==> src/rtl/motion_seg_sched.sv <==
// rtl/motion_seg_sched.sv - segment FIFO and load sequencer for acc_step_gen
// Queues (dt, steps) segments and hands them to the step generator back-to-back.
module motion_seg_sched #(
  parameter int DEPTH_LOG2 = 2,
  parameter int W          = 32
) (
  input  logic                  clk,
  input  logic                  reset,
  input  logic [W-1:0]          wr_dt,
  input  logic [W-1:0]          wr_steps,
  input  logic                  wr_en,
  input  logic                  start,
  input  logic                  abort,
  input  logic                  clear_err,
  input  logic                  gen_done,
  input  logic                  gen_stopped,
  output logic [W-1:0]          gen_dt_val,
  output logic [W-1:0]          gen_steps_val,
  output logic                  gen_load,
  output logic                  gen_abort,
  output logic [DEPTH_LOG2:0]   level,
  output logic                  full,
  output logic                  busy,
  output logic                  underrun,
  output logic                  wr_err,
  output logic [15:0]           seg_count
);

  localparam int DEPTH = 1 << DEPTH_LOG2;
  localparam logic [DEPTH_LOG2:0] FULL_LEVEL = (DEPTH_LOG2 + 1)'(DEPTH);

  typedef enum logic [1:0] {
    IDLE = 2'd0,
    LOAD = 2'd1,
    RUN  = 2'd2
  } state_t;

  state_t state, state_nxt;

  logic [W-1:0]          mem_dt    [DEPTH];
  logic [W-1:0]          mem_steps [DEPTH];
  logic [DEPTH_LOG2-1:0] wr_ptr;
  logic [DEPTH_LOG2-1:0] rd_ptr;

  logic push;
  logic pop;
  logic start_acc;
  logic underrun_set;
  logic wr_err_set;
  logic queue_empty;

  // Status only; the sequencer never reacts to the generator's stopped flag.
  logic unused_gen_stopped;
  assign unused_gen_stopped = gen_stopped;

  assign full        = (level == FULL_LEVEL);
  assign busy        = (state != IDLE);
  assign queue_empty = (level == '0);

  // Full is judged on the registered level, so a pop in the same cycle never rescues a write.
  assign push         = wr_en && !full && !abort;
  assign pop          = (state == LOAD) && !abort;
  assign wr_err_set   = wr_en && full;
  assign start_acc    = (state == IDLE) && start && !queue_empty && !abort;
  assign underrun_set = (state == RUN) && gen_done && queue_empty && !abort;

  always_comb begin
    state_nxt = state;
    case (state)
      IDLE: if (start && !queue_empty) state_nxt = LOAD;
      LOAD: state_nxt = RUN;
      RUN:  if (gen_done) state_nxt = queue_empty ? IDLE : LOAD;
      default: state_nxt = IDLE;
    endcase
    if (abort) state_nxt = IDLE;
  end

  always_ff @(posedge clk or negedge reset) begin
    if (!reset) begin
      state <= IDLE;
    end else begin
      state <= state_nxt;
    end
  end

  always_ff @(posedge clk) begin
    if (push) begin
      mem_dt[wr_ptr]    <= wr_dt;
      mem_steps[wr_ptr] <= wr_steps;
    end
  end

  always_ff @(posedge clk or negedge reset) begin
    if (!reset) begin
      wr_ptr <= '0;
      rd_ptr <= '0;
      level  <= '0;
    end else if (abort) begin
      wr_ptr <= '0;
      rd_ptr <= '0;
      level  <= '0;
    end else begin
      if (push) wr_ptr <= wr_ptr + 1'b1;
      if (pop)  rd_ptr <= rd_ptr + 1'b1;
      case ({push, pop})
        2'b10:   level <= level + 1'b1;
        2'b01:   level <= level - 1'b1;
        default: level <= level;
      endcase
    end
  end

  always_ff @(posedge clk or negedge reset) begin
    if (!reset) begin
      gen_dt_val    <= '0;
      gen_steps_val <= '0;
      gen_load      <= 1'b0;
      gen_abort     <= 1'b0;
      seg_count     <= '0;
    end else begin
      gen_load  <= pop;
      gen_abort <= abort;
      if (pop) begin
        gen_dt_val    <= mem_dt[rd_ptr];
        gen_steps_val <= mem_steps[rd_ptr];
      end
      if (start_acc) begin
        seg_count <= '0;
      end else if (pop) begin
        seg_count <= seg_count + 16'd1;
      end
    end
  end

  // A set event in the same cycle as clear_err wins.
  always_ff @(posedge clk or negedge reset) begin
    if (!reset) begin
      underrun <= 1'b0;
      wr_err   <= 1'b0;
    end else begin
      underrun <= underrun_set | (underrun & ~clear_err);
      wr_err   <= wr_err_set   | (wr_err   & ~clear_err);
    end
  end

endmodule

==> config.mk <==
export PLATFORM = sky130hd
export DESIGN_NAME = motion_seg_sched
export DESIGN_NICKNAME = d
export VERILOG_FILES = /design/src/rtl/motion_seg_sched.sv
export SDC_FILE = /design/constraint.sdc
export NUM_CORES = 1
export LEC_CHECK = 0
export CAP_MARGIN = 20
export CORE_UTILIZATION = 55
export CTS_CLUSTER_SIZE = 16
export DETAILED_ROUTE_END_ITERATION = 10
export PLACE_DENSITY = 0.79
export SYNTH_ARGS = -nofsm -noshare
export SYNTH_HDL_FRONTEND = slang
export SYNTH_SLANG_ARGS = --single-unit
==> constraint.sdc <==
create_clock -name clk -period 4 [get_ports clk]
set_clock_uncertainty 0.1 [all_clocks]
set_input_delay 0.6 -clock clk [delete_from_list [all_inputs] [get_ports clk]]
set_output_delay 0.6 -clock clk [all_outputs]
set_load 0.005 [all_outputs]
==> impl_metrics.ini <==
[floorplan]
core_um2 = 23470
die_x_um = 156.5
initial_core_util = 0.5595
die_h_um = 156.5
pin_count = 161
die-area_um2 = 24500
fp-row-count = 56

[layout]
layout.nets = 1010
drive_above_1_share = 0.1542
final_area_um2 = 16430
final_cells = 1279
syn_to_final_growth_pct = 25.13
num_antenna_cells = 0

[placed_design]
dpl.hpwl_mm = 14.42
dpl_worst_slack_ps = 990.6
gp_congestion = 0.7758
port-buffer-count = 159
placed_cell_area_um2 = 15150
dp_cells = 1213

[global_route]
overflow = 0
antenna_found_initial = 0
grt.total_usage = 0.2168
grt_max_degree = 69
grt_pass1_vias = 7359
grt_pass1_wl_mm = 39.56

[sta]
slew_viol_final = 0
layout_setup_ws_ps = 1377
setup_viol = 0
hold_viol = 0
max-slew-margin-rel = 0.3151
worstMarginPinSlew_ps = 1027
finalCriticalPeriod_ps = 2623
fin_tns_setup_ps = 0
rsz0062_at_grt = false
max_freq_mhz = 381.2
period_share = 0.6558

[detailed_routing]
drc = 0
drt_iter0_drc = 440
vias = 6951
ant_nets = 0
dr.pass1.iters = 4
wl_per_cell_um = 19.77
wl_met1_mm = 10.50
viasPerCell = 5.435
top_layer_used = met4
drt_wl_total_mm = 25.29
met2_length_mm = 13.04
dr_wl_met3_mm = 1.222

[synthesis]
synth_area_leaders = edfxtp_1 (59%), dfrtp_1 (18%), mux4_2 (11%)
yosys_warnings = 0
synthCells = 757
netlist_area_um2 = 13130
ys_seq_elements = 349
synth_edf_count = 256
synth_seq_area_share = 0.7625
syn_area_per_cell_um2 = 17.35
synth_nets = 835
synth_top_area_cell = edfxtp_1
async_reset_ff_frac = 0.2665
yosysMostFrequentCell = edfxtp_1
synthTopCellsByCount = edfxtp_1 (256), nand2_1 (205), dfrtp_1 (93), mux4_2 (64), clkbuf_1 (19)
ys_types = 43
synth-main-ff-cell = edfxtp_1
yosysTopAreaCellShare = 0.5853

[worst_setup_path]
crit_path_end = full
crit_type = reg2out
timing.rr.start = level[2]
cp.required_ps = 3300
r2r_end = mem_steps[2][7]
reg2regPathDepth = 5
critPathArrivalTime_ps = 1920
cp_max_fo = 9
setup.worst_path.start_class = flip-flop
cp-end-kind = output port
startpoint = level[2]
reg2reg_slack_ps = 1470

[run]
max-cap-violations = 0

[clock_network]
cts_max_path_buffers = 3
cts-root-buf = clkbuf_16
holdBufCountCts = 0
clk_pin_slew_ps = 60
cts_sinks = 349
cts_resized = 0
insertion_delay_ps = 510
htree_levels = 2
cts_made_buffers = 36
cts_setup_buffers = 0
cts_tree = yes

[worst_hold_path]
hold_class = in2async

[pwr]
ir_worst_vdd_mv = 0.5969
leakage_nw = 6.054
pwr_density_cell_nw_per_um2 = 607.6

[run_status]
outcome = finished, final reports clean
area by class of cell:
class	count	area, um^2
flip-flops and latches	349	10020
multi-input cells	368	2959
inverters	5	18.77
well taps	319	399.1
clock inverters	19	312.8
fillers	1489	7038
clock buffers	47	973.4
repair buffers	172	1749
cell usage in the layout, fill, tap and decap left out, types with 9 or more instances in the layout:
cell type | synthesis | routed
nand2_1 | 205 | 205
nor2_1 | 18 | 18
mux4_2 | 64 | 64
clkbuf_1 | 19 | 9
clkdlybuf4s50_1 | 0 | 158
dfrtp_1 | 93 | 91
buf_4 | 0 | 9
clkbuf_16 | 0 | 37
edfxtp_1 | 256 | 256
routing by layer:
metal	vias up	global-route usage
met5	-	0
met4	0	0.06303
met3	41	0.03711
met2	187	0.3797
met1	3566	0.2801
li1	3157	-
logic make-up after synthesis:
family          Yosys count  share of synthesized area
mux                      70                     0.1144
xor+xnor                 13                   0.008669
buf+inv                  40                    0.01315
flops                   349                     0.7625
simple gates            264                    0.08774
fa+ha+maj                 6                   0.006288
compound gates           15                   0.007241
worst max-delay path, stage by stage, from the launching register on:
cell and delay, ps:
dfrtp_1 490, nor3b_1 370, clkdlybuf4s50_1 570
report_power, final:
group	internal (W)	switching [W]	leakage [nW]	total, W
clock	0.00225	0.00133	0.623	0.00358
sequential	0.00436	0.000301	3.52	0.00466
combinational	0.00104	0.000701	1.91	0.00174
total	0.00765	0.00233	6.05	0.00999
state kept, by name, indices dropped and copies added, names as in the netlist:
register,count
wr_ptr,2
wr_err,1
gen_load,1
mem_steps,128
mem_dt,128
seg_count,16
gen_steps_val,32
gen_abort,1
underrun,1
state,2
rd_ptr,2
gen_dt_val,32
level,3
how the worst min path moves through the flow:
stage	from	endpoint	slack, ps	cells past startpoint
final	reset	gen_steps_val[0]	140	1
after global routing	reset	gen_steps_val[12]	240	1
after CTS	reset	gen_steps_val[12]	190	1
after detailed placement	gen_steps_val[18]	gen_steps_val[18]	360	2
after global placement	gen_steps_val[29]	gen_steps_val[29]	360	2
after floorplan	reset	gen_abort	200	0
metrics by stage:
stage / utilization / hold WS, ps / power (W)
after floorplan: - / 204.4 / 0.005416
after global placement: 0.6454 / 359.2 / 0.006436
after detailed placement: 0.6454 / 361.4 / 0.006492
after CTS: 0.7002 / 192.9 / 0.01009
after global routing: 0.7002 / 241.9 / 0.01041
final: 0.7002 / 144.2 / 0.009986
Note: power is estimated with default switching activity, not from simulation.
